File: config.mk
export PLATFORM = sky130hd
export DESIGN_NAME = mips_control_fsm_flat
export DESIGN_NICKNAME = d
export VERILOG_FILES = /design/src/rtl/mips_control_fsm_if.sv /design/src/rtl/mips_control_fsm.sv /design/src/flat_wrapper.sv
export SDC_FILE = /design/constraint.sdc
export NUM_CORES = 1
export LEC_CHECK = 0
export CAP_MARGIN = 20
export CORE_ASPECT_RATIO = 1.2
export CORE_MARGIN = 4
export CORE_UTILIZATION = 47
export DETAILED_ROUTE_END_ITERATION = 8
export PLACE_DENSITY = 0.94
export SLEW_MARGIN = 15
export SYNTH_ARGS = -nofsm -noshare
export SYNTH_HDL_FRONTEND = slang
export SYNTH_SLANG_ARGS = --single-unit
File: constraint.sdc
create_clock -name clk -period 2.55 [get_ports clk]
set_clock_uncertainty 0.15 [all_clocks]
set_input_delay 0.255 -clock clk [delete_from_list [all_inputs] [get_ports clk]]
set_output_delay 0.255 -clock clk [all_outputs]
set_load 0.005 [all_outputs]
File: src/rtl/mips_control_fsm_if.sv
// Instruction handshake bundle between the upstream fetch logic and the
// multi-cycle MIPS control unit.
interface mips_control_fsm_if;
    logic        instr_valid;
    logic [31:0] instr_in;
    logic        instr_ready;

    modport master (
        output instr_valid,
        output instr_in,
        input  instr_ready
    );

    modport slave (
        input  instr_valid,
        input  instr_in,
        output instr_ready
    );
endinterface

File: src/rtl/mips_control_fsm.sv
// Multi-cycle control unit for the MIPS datapath. Accepts one instruction
// per handshake, holds it on ir_out and sequences registered control lines
// through DECODE, EXEC, MEM and WB. Write enables are one-cycle pulses.
module mips_control_fsm #(
    parameter int CNT_W = 16
) (
    input  logic             clk,
    input  logic             rst,
    mips_control_fsm_if.slave bus,
    output logic [31:0]      ir_out,
    output logic             RegDst,
    output logic             ALUSrc,
    output logic [3:0]       ALUCtrl,
    output logic             MemRead,
    output logic             MemWrite,
    output logic             MemtoReg,
    output logic             RegWrite,
    output logic             done,
    output logic             illegal,
    output logic [CNT_W-1:0] instr_count
);

    typedef enum logic [2:0] {
        IDLE   = 3'd0,
        DECODE = 3'd1,
        EXEC   = 3'd2,
        MEM    = 3'd3,
        WB     = 3'd4
    } state_t;

    typedef struct packed {
        logic       legal;
        logic       reg_dst;
        logic       alu_src;
        logic [3:0] alu_ctrl;
        logic       mem_to_reg;
    } dec_t;

    // Static decode of an instruction word; illegal words decode to all-zero controls.
    function automatic dec_t decode(input logic [31:0] w);
        dec_t r;
        r = '0;
        case (w[31:26])
            6'h00: begin
                case (w[5:0])
                    6'h20:   begin r.legal = 1'b1; r.alu_ctrl = 4'b0010; end
                    6'h22:   begin r.legal = 1'b1; r.alu_ctrl = 4'b0110; end
                    6'h24:   begin r.legal = 1'b1; r.alu_ctrl = 4'b0000; end
                    6'h25:   begin r.legal = 1'b1; r.alu_ctrl = 4'b0001; end
                    6'h27:   begin r.legal = 1'b1; r.alu_ctrl = 4'b1100; end
                    6'h2A:   begin r.legal = 1'b1; r.alu_ctrl = 4'b0111; end
                    default: r = '0;
                endcase
            end
            6'h08: begin
                r.legal = 1'b1; r.reg_dst = 1'b1; r.alu_src = 1'b1; r.alu_ctrl = 4'b0010;
            end
            6'h23: begin
                r.legal = 1'b1; r.reg_dst = 1'b1; r.alu_src = 1'b1; r.alu_ctrl = 4'b0010;
                r.mem_to_reg = 1'b1;
            end
            6'h2B: begin
                r.legal = 1'b1; r.alu_src = 1'b1; r.alu_ctrl = 4'b0010;
            end
            default: r = '0;
        endcase
        return r;
    endfunction

    state_t             state_q, state_d;
    logic [31:0]        ir_q, ir_d;
    logic               reg_dst_q, reg_dst_d;
    logic               alu_src_q, alu_src_d;
    logic [3:0]         alu_ctrl_q, alu_ctrl_d;
    logic               mem_to_reg_q, mem_to_reg_d;
    logic               mem_read_q, mem_read_d;
    logic               mem_write_q, mem_write_d;
    logic               reg_write_q, reg_write_d;
    logic               done_q, done_d;
    logic               illegal_q, illegal_d;
    logic               ready_q, ready_d;
    logic [CNT_W-1:0]   count_q, count_d;
    dec_t               dec_s;
    logic               is_lw_s;
    logic               is_sw_s;

    // Next-state and next-output logic; every control output is registered from here.
    always_comb begin
        state_d      = state_q;
        ir_d         = ir_q;
        reg_dst_d    = reg_dst_q;
        alu_src_d    = alu_src_q;
        alu_ctrl_d   = alu_ctrl_q;
        mem_to_reg_d = mem_to_reg_q;
        mem_read_d   = 1'b0;
        mem_write_d  = 1'b0;
        reg_write_d  = 1'b0;
        done_d       = 1'b0;
        illegal_d    = 1'b0;
        dec_s        = decode(bus.instr_in);
        is_lw_s      = (ir_q[31:26] == 6'h23);
        is_sw_s      = (ir_q[31:26] == 6'h2B);

        // The counter steps on the edge that closes the done cycle.
        if (done_q) begin
            count_d = count_q + CNT_W'(1);
        end else begin
            count_d = count_q;
        end

        case (state_q)
            IDLE: begin
                if (bus.instr_valid && ready_q) begin
                    ir_d         = bus.instr_in;
                    state_d      = DECODE;
                    reg_dst_d    = dec_s.reg_dst;
                    alu_src_d    = dec_s.alu_src;
                    alu_ctrl_d   = dec_s.alu_ctrl;
                    mem_to_reg_d = dec_s.mem_to_reg;
                    illegal_d    = ~dec_s.legal;
                end else begin
                    state_d = IDLE;
                end
            end
            DECODE: begin
                if (illegal_q) begin
                    state_d      = IDLE;
                    reg_dst_d    = 1'b0;
                    alu_src_d    = 1'b0;
                    alu_ctrl_d   = 4'b0000;
                    mem_to_reg_d = 1'b0;
                end else begin
                    state_d = EXEC;
                end
            end
            EXEC: begin
                if (is_lw_s || is_sw_s) begin
                    state_d     = MEM;
                    mem_read_d  = is_lw_s;
                    mem_write_d = is_sw_s;
                    done_d      = is_sw_s;
                end else begin
                    state_d     = WB;
                    reg_write_d = 1'b1;
                    done_d      = 1'b1;
                end
            end
            MEM: begin
                if (is_lw_s) begin
                    state_d     = WB;
                    mem_read_d  = 1'b1;
                    reg_write_d = 1'b1;
                    done_d      = 1'b1;
                end else begin
                    state_d      = IDLE;
                    reg_dst_d    = 1'b0;
                    alu_src_d    = 1'b0;
                    alu_ctrl_d   = 4'b0000;
                    mem_to_reg_d = 1'b0;
                end
            end
            WB: begin
                state_d      = IDLE;
                reg_dst_d    = 1'b0;
                alu_src_d    = 1'b0;
                alu_ctrl_d   = 4'b0000;
                mem_to_reg_d = 1'b0;
            end
            default: begin
                state_d      = IDLE;
                reg_dst_d    = 1'b0;
                alu_src_d    = 1'b0;
                alu_ctrl_d   = 4'b0000;
                mem_to_reg_d = 1'b0;
            end
        endcase

        ready_d = (state_d == IDLE);
    end

    // State and output registers with synchronous reset that also drops any pending pulse.
    always_ff @(posedge clk) begin
        if (rst) begin
            state_q      <= IDLE;
            ir_q         <= 32'h0000_0000;
            reg_dst_q    <= 1'b0;
            alu_src_q    <= 1'b0;
            alu_ctrl_q   <= 4'b0000;
            mem_to_reg_q <= 1'b0;
            mem_read_q   <= 1'b0;
            mem_write_q  <= 1'b0;
            reg_write_q  <= 1'b0;
            done_q       <= 1'b0;
            illegal_q    <= 1'b0;
            ready_q      <= 1'b1;
            count_q      <= '0;
        end else begin
            state_q      <= state_d;
            ir_q         <= ir_d;
            reg_dst_q    <= reg_dst_d;
            alu_src_q    <= alu_src_d;
            alu_ctrl_q   <= alu_ctrl_d;
            mem_to_reg_q <= mem_to_reg_d;
            mem_read_q   <= mem_read_d;
            mem_write_q  <= mem_write_d;
            reg_write_q  <= reg_write_d;
            done_q       <= done_d;
            illegal_q    <= illegal_d;
            ready_q      <= ready_d;
            count_q      <= count_d;
        end
    end

    assign bus.instr_ready = ready_q;
    assign ir_out          = ir_q;
    assign RegDst          = reg_dst_q;
    assign ALUSrc          = alu_src_q;
    assign ALUCtrl         = alu_ctrl_q;
    assign MemRead         = mem_read_q;
    assign MemWrite        = mem_write_q;
    assign MemtoReg        = mem_to_reg_q;
    assign RegWrite        = reg_write_q;
    assign done            = done_q;
    assign illegal         = illegal_q;
    assign instr_count     = count_q;

endmodule

File: src/flat_wrapper.sv
// flat-port wrapper written by rule: the top's interface ports become plain ports
module mips_control_fsm_flat 
#(
    parameter int CNT_W = 16
)
  (clk, rst, ir_out, RegDst, ALUSrc, ALUCtrl, MemRead, MemWrite, MemtoReg, RegWrite, done, illegal, instr_count, bus_instr_valid, bus_instr_in, bus_instr_ready);
  mips_control_fsm_if bus_i ();
  input  logic clk;
  input  logic rst;
  output logic [31:0] ir_out;
  output logic RegDst;
  output logic ALUSrc;
  output logic [3:0] ALUCtrl;
  output logic MemRead;
  output logic MemWrite;
  output logic MemtoReg;
  output logic RegWrite;
  output logic done;
  output logic illegal;
  output logic [CNT_W-1:0] instr_count;
  input wire logic [$bits(bus_i.instr_valid)-1:0] bus_instr_valid;
  input wire logic [$bits(bus_i.instr_in)-1:0] bus_instr_in;
  output wire logic [$bits(bus_i.instr_ready)-1:0] bus_instr_ready;
  assign bus_i.instr_valid = bus_instr_valid;
  assign bus_i.instr_in = bus_instr_in;
  assign bus_instr_ready = bus_i.instr_ready;
  mips_control_fsm #(.CNT_W(CNT_W)) u_core (.clk(clk), .rst(rst), .bus(bus_i), .ir_out(ir_out), .RegDst(RegDst), .ALUSrc(ALUSrc), .ALUCtrl(ALUCtrl), .MemRead(MemRead), .MemWrite(MemWrite), .MemtoReg(MemtoReg), .RegWrite(RegWrite), .done(done), .illegal(illegal), .instr_count(instr_count));
endmodule
**Word-level counts from Yosys, hierarchy flattened**

Index checks and enable logic that the tools add are counted.
W data, S select, Z words.

- Add/sub/neg operators: 1
- Equal/unequal tests: 17
- Multiplexer cells: 30
- Bitwise operators: 5
- Reduce and logical (&&, ||, !) cells: 12

Operator list:

| kind | count |
|---|---|
| $eq A6 B6 Y1 const B | 10 |
| $pmux W4 S5 | 1 |
| $add A16 B1 Y16 const B | 1 |
| $pmux W4 S4 | 1 |
| $mux W1 | 13 |
| $mux W4 | 3 |
| $pmux W1 S4 | 3 |
| $pmux W3 S4 | 1 |
| $pmux W5 S2 | 1 |
| $reduce_or A3 Y1 | 3 |
| $pmux W1 S2 | 4 |
| $eq A3 B2 Y1 const B | 2 |
| $eq A6 B4 Y1 const B | 1 |
| $logic_not A3 Y1 | 2 |
| $logic_not A6 Y1 | 1 |
| $mux W3 | 2 |
| $reduce_or A6 Y1 | 1 |
| $not A1 Y1 | 5 |
| $ne A2 B1 Y1 const B | 2 |
| $reduce_and A4 Y1 | 1 |
| $eq A3 B1 Y1 const B | 1 |
| $mux W2 | 1 |
| $ne A2 B2 Y1 const B | 1 |
| $reduce_and A2 Y1 | 1 |
| other kinds (3) | 3 |

- Register bits after elaboration: 64
- Bits of input ports: 35
- Output and inout bits: 61
- Logic and storage cells: 78

**Longest topological paths before layout**

Gate-level depths: netlist of the first run.

- Depth after elaboration: 5
- Depth in mapped cells: 6
- Depth with buffers taken out: 5

**Least setup slack after synthesis of the first run**

OpenSTA, ideal clock, no wires.

- Path kind: register to register
- Start point: reg u_core.state_q[1]
- End point: reg u_core.ir_q[22] (netlist: u_core.ir_out[22])
- Setup time: 132 ps
- Data arrival time: 1,299 ps
- Data required time: 2,268 ps
- Setup slack: 969 ps
- Cell stages (with the launch flop): 6
- Buffers on the path: 2
- Period minus slack after synthesis: 1,581 ps
- Path through: dfxtp_1 or4_1 buf_2 buf_2 nand2_1 a21oi_1

- Word-level cells in the longest chain between the ends: 2

RTL lines:

| what | line | RTL |
|---|---|---|
| start: declaration | mips_control_fsm.sv:70 | `state_t state_q, state_d;` |
| start signal: assignment | mips_control_fsm.sv:198 | `state_q <= state_d;` |
| $logic_not A3 Y1 | mips_control_fsm.sv:111 | `case (state_q)` |
| $reduce_and A2 Y1 (no source line) | - |  |
| end signal: assignment | mips_control_fsm.sv:199 | `ir_q <= ir_d;` |
| end: declaration | mips_control_fsm.sv:71 | `logic [31:0] ir_q, ir_d;` |

Every way passes these cells.
A chain may end at the register's enable or synchronous reset.

**Worst setup path in the final report of the first run**

- Start point: reg u_core.state_q[0]
- End point: reg u_core.illegal_q (netlist: u_core.illegal)

- Word-level cells in the longest chain between the ends: 3

RTL lines:

| what | line | RTL |
|---|---|---|
| $logic_not A3 Y1 | mips_control_fsm.sv:111 |  |
| $not A1 Y1 (no source line) | - |  |
| $reduce_or A3 Y1 (no source line) | - |  |
| end signal: assignment | mips_control_fsm.sv:208 | `illegal_q <= illegal_d;` |
| end: declaration | mips_control_fsm.sv:80 | `logic illegal_q, illegal_d;` |

Every way passes these cells.

==> results of run 1 <==
layout make-up:
class,instances,area [sq um],share of cell area
multi-input combinational,213,1164,0.3123
inverter,4,15.01,0.004030
clock buffer,12,155.1,0.04164
clock inverter,3,65.06,0.01746
sequential,64,1281,0.3439
tap,62,77.57,0.02082
timing repair buffer,98,968.4,0.2599
final timing paths:
| check | endpoint | slack, ns | depth (start not counted) |
|---|---|---|---|
| max | u_core.illegal$_SDFF_PP0_ | 0.68 | 3 |
| min | u_core.ir_out[2]$_SDFFE_PP0N_ | 0.22 | 2 |
| max reg2reg | u_core.illegal$_SDFF_PP0_ | 0.68 | 3 |
| min reg2reg | u_core.ir_out[9]$_SDFFE_PP0N_ | 0.31 | 2 |
cells in the final DEF, fill, tap and decap left out, types with 3 or more instances in the layout:
master           netlist  layout
a21oi_1               38      38
a22o_1                 3       3
buf_4                  1       3
clkbuf_8               0      11
clkdlybuf4s50_1        0      94
dfxtp_1               64      64
inv_1                  4       4
nand2_1               73      73
nand2b_1               3       3
nand3_1                6       6
nand3b_1               4       4
nand4_1                4       4
nor2_1                19      19
nor3_1                 9       9
nor4_1                 4       4
o21ai_0                7       7
o2bb2ai_1              3       3
or3_1                  4       4
xnor2_1                9       9
xor2_1                 3       3
worst max-delay path, cell delays in order, from the launching register on:
cell       delay [ns]
dfxtp_1          0.44
or4_1            0.56
buf_4            0.26
a2111oi_2        0.32
report_power, final:
| group | total (mW) | internal [mW] | switching [mW] |
|---|---|---|---|
| combinational | 0.316 | 0.171 | 0.145 |
| clock | 0.961 | 0.597 | 0.364 |
| sequential | 1.08 | 1.05 | 0.0360 |
| total | 2.36 | 1.82 | 0.545 |
cells by family (layout without fill, tap and decap cells):
family          Yosys count  in the layout  share of synthesized area
simple gates            137            137                     0.2601
flops                    64             64                     0.5064
compound gates           62             62                     0.1494
buf+inv                  19            117                    0.03363
xor+xnor                 12             12                    0.04155
fa+ha+maj                 1              1                   0.004945
mux                       1              1                   0.003957
synth_stat cells (2+ instances only):
cell type / number
nand4_1: 4
o2bb2ai_1: 3
nor3_1: 9
a21oi_1: 38
a211oi_1: 2
nand2b_1: 3
buf_2: 8
xor2_1: 3
nand3_1: 6
clkbuf_1: 5
nor2_1: 19
nand2_1: 73
or3_1: 4
inv_1: 4
o21ai_0: 7
a22o_1: 3
nor4_1: 4
o21a_1: 2
dfxtp_1: 64
nand3b_1: 4
xnor2_1: 9
state kept, by name, indices dropped and copies added (netlist names), 3 cells and up:
register,cells
u_core.state_q,3
u_core.ir_out,32
u_core.ALUCtrl,4
u_core.instr_count,16
per-stage QoR:
stage / std cells / utilization
2_1_floorplan: 296 / -
3_3_place_gp: 441 / 0.6664
3_5_place_dp: 441 / 0.6664
4_1_cts: 456 / 0.7082
5_1_grt: 456 / 0.7082
6_report: 456 / 0.7082
layer usage:
metal | share of wire | up-vias | GRT usage
met5 | 0 | - | 0
met4 | 0.015 | 0 | 0.1084
met3 | 0.094 | 9 | 0.09091
met2 | 0.49 | 96 | 0.3455
met1 | 0.40 | 1162 | 0.2404
li1 | - | 1202 | -
==> flow_summary.ini, run 1 <==
[floorplan]
start_util = 0.4809
io_pins = 96
die-height_um = 88.37
core_area_sq_um = 5261
dieArea_sq_um = 6626
die_w_um = 74.98
num_rows = 29

[power]
power_mw = 2.363
power_per_cell_area_nw_per_um2 = 634.1
peakVddDrop_v = 0.0004248
leakage_nw = 1.302

[routing]
drc = 0
final_antenna_net_count = 0
drtIter0Drc = 153
vias = 2469
viasPerCell = 5.414
post_drt_wl_per_cell_um = 14.82
routed_wl_mm = 6.757
dr.pass1.iters = 6

[synthesis]
yosys-top-cells-area = dfxtp_1 51%, nand2_1 11%, a21oi_1 7.5%
synth_ff_type = dfxtp_1
avgSynthCellArea_sq_um = 8.547
seq_area_frac_synth = 0.5064
async_flop_share = 0
ys_ff_latch = 64
synth_edf_count = 0
netlist_area_sq_um = 2530
synthDistinctLibCells = 43
yosys.area.top_type_share = 0.5064
yosys.area.top_type = dfxtp_1
yosysWarnings = 0
synthCells = 296
synth_fp_nets = 332

[timing]
fin_crit_ns = 1.865
setup_viol = 0
hold_slack_ns = 0.2173
clock.fmax_ghz = 0.5361
grt_setup_unrepaired = no
fin_ws_ns = 0.6846
fin_crit_sh = 0.7315
finalHoldViolations = 0
worstMarginPinSlew_ns = 0.5584
tns_ns = 0
relSlewSlack = 0.6219
drv_slew = 0

[finish]
num-fill-cells = 404
syn2layout_area_growth_pct = 47.28
drive_above_1_share = 0.06599
fin_nets = 426
diodes = 0
finalInstanceArea_sq_um = 3726

[critical_path]
regToRegStartpoint = u_core.state_q[0]$_SDFF_PP0_
critPathCaptureType = register
start_kind = register
worstPathArrival_ns = 1.95
setup.worst_path.start = u_core.state_q[0]$_SDFF_PP0_
crit_fanout = 35
crit_required_ns = 2.63
critPathKind = reg -> reg

[run_status]
outcome = complete, no violations

[clock_network]
root_buffer = clkbuf_8
cts_buffers = 9
postCtsSetupRepairBufs = 0
cts_buffer_depth = 2
clk_pin_slew_ns = 0.07
clk_latency_ns = 0.34
htree_levels = 3
cts_hold_buffers = 0
cts_tree = done
numClockSinks = 64
post_cts_resize_count = 0

[run]
drv_cap = 0

[place]
gp_congestion = 0.8423
dpl_cell_area_sq_um = 3506
port_buffers = 95
dp_hpwl_mm = 4.764
place_ws_ns = 0.4027

[min_path]
hold_start = rst
hold_class = in -> reg

[global_route]
grt.overflow.total = 0
grt_pass1_vias = 2442
antenna_found_initial = 0
grt_start_max_net_pins = 37
track_usage = 0.2146
grt_pass1_wl_mm = 10.80
(Power assumes the default switching activity.)
==> run 2: changes to the inputs <==
--- a/config.mk
+++ b/config.mk
@@ -8,9 +8,9 @@
 export CAP_MARGIN = 20
 export CORE_ASPECT_RATIO = 1.2
 export CORE_MARGIN = 4
-export CORE_UTILIZATION = 47
+export CORE_UTILIZATION = 39
 export DETAILED_ROUTE_END_ITERATION = 8
-export PLACE_DENSITY = 0.94
+export PLACE_DENSITY = 0.84
 export SLEW_MARGIN = 15
 export SYNTH_ARGS = -nofsm -noshare
 export SYNTH_HDL_FRONTEND = slang
==> constraint.sdc (replaced) <==
create_clock -name clk -period 1.55 [get_ports clk]
set_clock_uncertainty 0.15 [all_clocks]
set_input_delay 0.155 -clock clk [delete_from_list [all_inputs] [get_ports clk]]
set_output_delay 0.155 -clock clk [all_outputs]
set_load 0.005 [all_outputs]
==> flow_summary.ini, run 2 (synthesis results as in run 1) <==
[finish]
finalInstanceArea_sq_um = 4556
largest_reg_flops = 32
syn2layout_area_growth_pct = 80.07
fin_nets = 474
multiInputGateArea_sq_um = 1505
layout_commonest_cell = clkdlybuf4s50_1
diodes = 0
mostFrequentLayoutCells = 75 x clkdlybuf4s50_1, 52 x nand2_1, 42 x buf_4
num-fill-cells = 427
regArea_sq_um = 1316
drive_above_1_share = 0.3462

[power]
peakVddDrop_v = 0.0007005
power.share.switching = 0.2564
switching_power_mw = 1.044
leakage_nw = 1.933
power.internal_mw = 3.028
power_per_cell_area_nw_per_um2 = 893.8
p_seq_frac = 0.436
pwr-share-comb = 0.199
power.share.clock = 0.364

[routing]
vias = 2709
viasPerCell = 5.170
drtIter0Drc = 115
final_antenna_net_count = 0
dr.pass1.iters = 4
drc = 0
routed_wl_mm = 8.335
post_drt_wl_per_cell_um = 15.91

[global_route]
grt_pass1_vias = 2534
grt_start_max_net_pins = 37
grt_pass1_wl_mm = 11.32
track_usage = 0.1898
grt.overflow.total = 0
antenna_found_initial = 0

[timing]
grt_setup_unrepaired = yes
drv_slew = 0
fin_ws_ns = -0.1082
fin_crit_sh = 1.070
setup_viol = 34
hold_slack_ns = 0.1287
fin_crit_ns = 1.658
worstMarginPinSlew_ns = 0.4493
finalHoldViolations = 0
clock.fmax_ghz = 0.6031
relSlewSlack = 0.6981

[clock_network]
clk_latency_ns = 0.34
htree_levels = 3
cts_hold_buffers = 0
cts_buffers = 9
clk_pin_slew_ns = 0.07
root_buffer = clkbuf_8
cts_tree = done
numClockSinks = 64
cts_buffer_depth = 2

[run_status]
violations = negative setup slack
outcome = finished with violations

[place]
dp_hpwl_mm = 5.186
place_ws_ns = -0.3275
dpl_cell_area_sq_um = 3841
port_buffers = 95
gp_congestion = 0.8833

[floorplan]
start_util = 0.4102
dieArea_sq_um = 7845
io_pins = 96
core_area_sq_um = 6167
die_w_um = 81.53
die-height_um = 96.23
num_rows = 31

[critical_path]
critPathKind = reg -> reg
crit_fanout = 6
critPathCaptureType = register
crit_required_ns = 1.69
worstPathArrival_ns = 1.79
start_kind = register

[run]
drv_cap = 0

[min_path]
hold_class = in -> reg
run 2: cell types whose count changed in the layout (fill, tap and decap cells not counted), moves of 19 or more:
| cell | previous run | this run |
|---|---|---|
| buf_4 | 3 | 42 |
| clkdlybuf4s50_1 | 94 | 75 |
| nand2_1 | 73 | 52 |
| dfxtp_2 | 0 | 22 |
| a21oi_1 | 38 | 16 |
| a21oi_2 | 0 | 22 |
| dfxtp_1 | 64 | 40 |
run 2: cell type report:
cell class	instances	share of cell area
timing repair buffer	146	0.3098
inverter	4	0.003296
clock inverter	3	0.008789
clock buffer	12	0.03625
tap	82	0.02252
multi-input combinational	213	0.3304
sequential	64	0.2889
run 2: path summary, 6_finish.rpt:
kind / start / end / slack, ns / cells past startpoint
worst max register to register: u_core.ir_out[28]$_SDFFE_PP0N_ / u_core.RegDst$_SDFFE_PP0P_ / -0.11 / 4
worst min register to register: u_core.ir_out[9]$_SDFFE_PP0N_ / u_core.ir_out[9]$_SDFFE_PP0N_ / 0.31 / 2
worst min-delay path: rst / u_core.MemRead$_SDFF_PP0_ / 0.13 / 3
worst max-delay path: u_core.ir_out[28]$_SDFFE_PP0N_ / u_core.RegDst$_SDFFE_PP0P_ / -0.11 / 4
run 2: critical path, stage by stage, from the launching register on:
cell and delay (ns):
dfxtp_2 0.32, nand4b_1 0.24, or4_4 0.49, a21oi_4 0.24
a22o_1 0.17
run 2: metrics by stage:
| stage | setup TNS, ns | cells | total power, mW | utilization |
|---|---|---|---|---|
| after CTS | -0.3722 | 518 | 3.899 | 0.6654 |
| after detailed placement | -12.05 | 500 | 2.422 | 0.6228 |
| after floorplan | 0 | 296 | 2.057 | - |
| final | -1.441 | 524 | 4.072 | 0.7387 |
| after global routing | -5.000 | 524 | 4.240 | 0.7387 |
| after global placement | -11.00 | 500 | 2.405 | 0.6228 |
run 2: power by group through the flow:
stage | registers (mW) | logic (mW) | clock network (mW)
4_1_cts | 1.77 | 0.619 | 1.51
5_1_grt | 1.79 | 0.871 | 1.58
6_report | 1.78 | 0.812 | 1.48
3_5_place_dp | 1.81 | 0.612 | 0
2_1_floorplan | 1.81 | 0.244 | 0
3_3_place_gp | 1.81 | 0.599 | 0
run 2: what timing repair did:
item	in CTS	in global routing
endpoints found under the setup margin	66	53
pin swaps	3	41
cloned	0	4
resized for setup	39	87
setup buffers	3	2
run 2: per-layer routing:
layer,part of all wire,up-vias,track usage
met5,0,-,0
met4,0.029,0,0.1169
met3,0.071,21,0.06554
met2,0.53,93,0.3200
met1,0.37,1292,0.2009
li1,-,1303,-
==> run 3: changes to the inputs <==
--- a/config.mk
+++ b/config.mk
@@ -10,6 +10,7 @@
 export CORE_MARGIN = 4
 export CORE_UTILIZATION = 39
 export DETAILED_ROUTE_END_ITERATION = 8
+export HOLD_SLACK_MARGIN = 0.03
 export PLACE_DENSITY = 0.84
 export SLEW_MARGIN = 15
 export SYNTH_ARGS = -nofsm -noshare
==> results of run 3 <==
The final DEF is identical to that of run 2; final timing and power are the same.
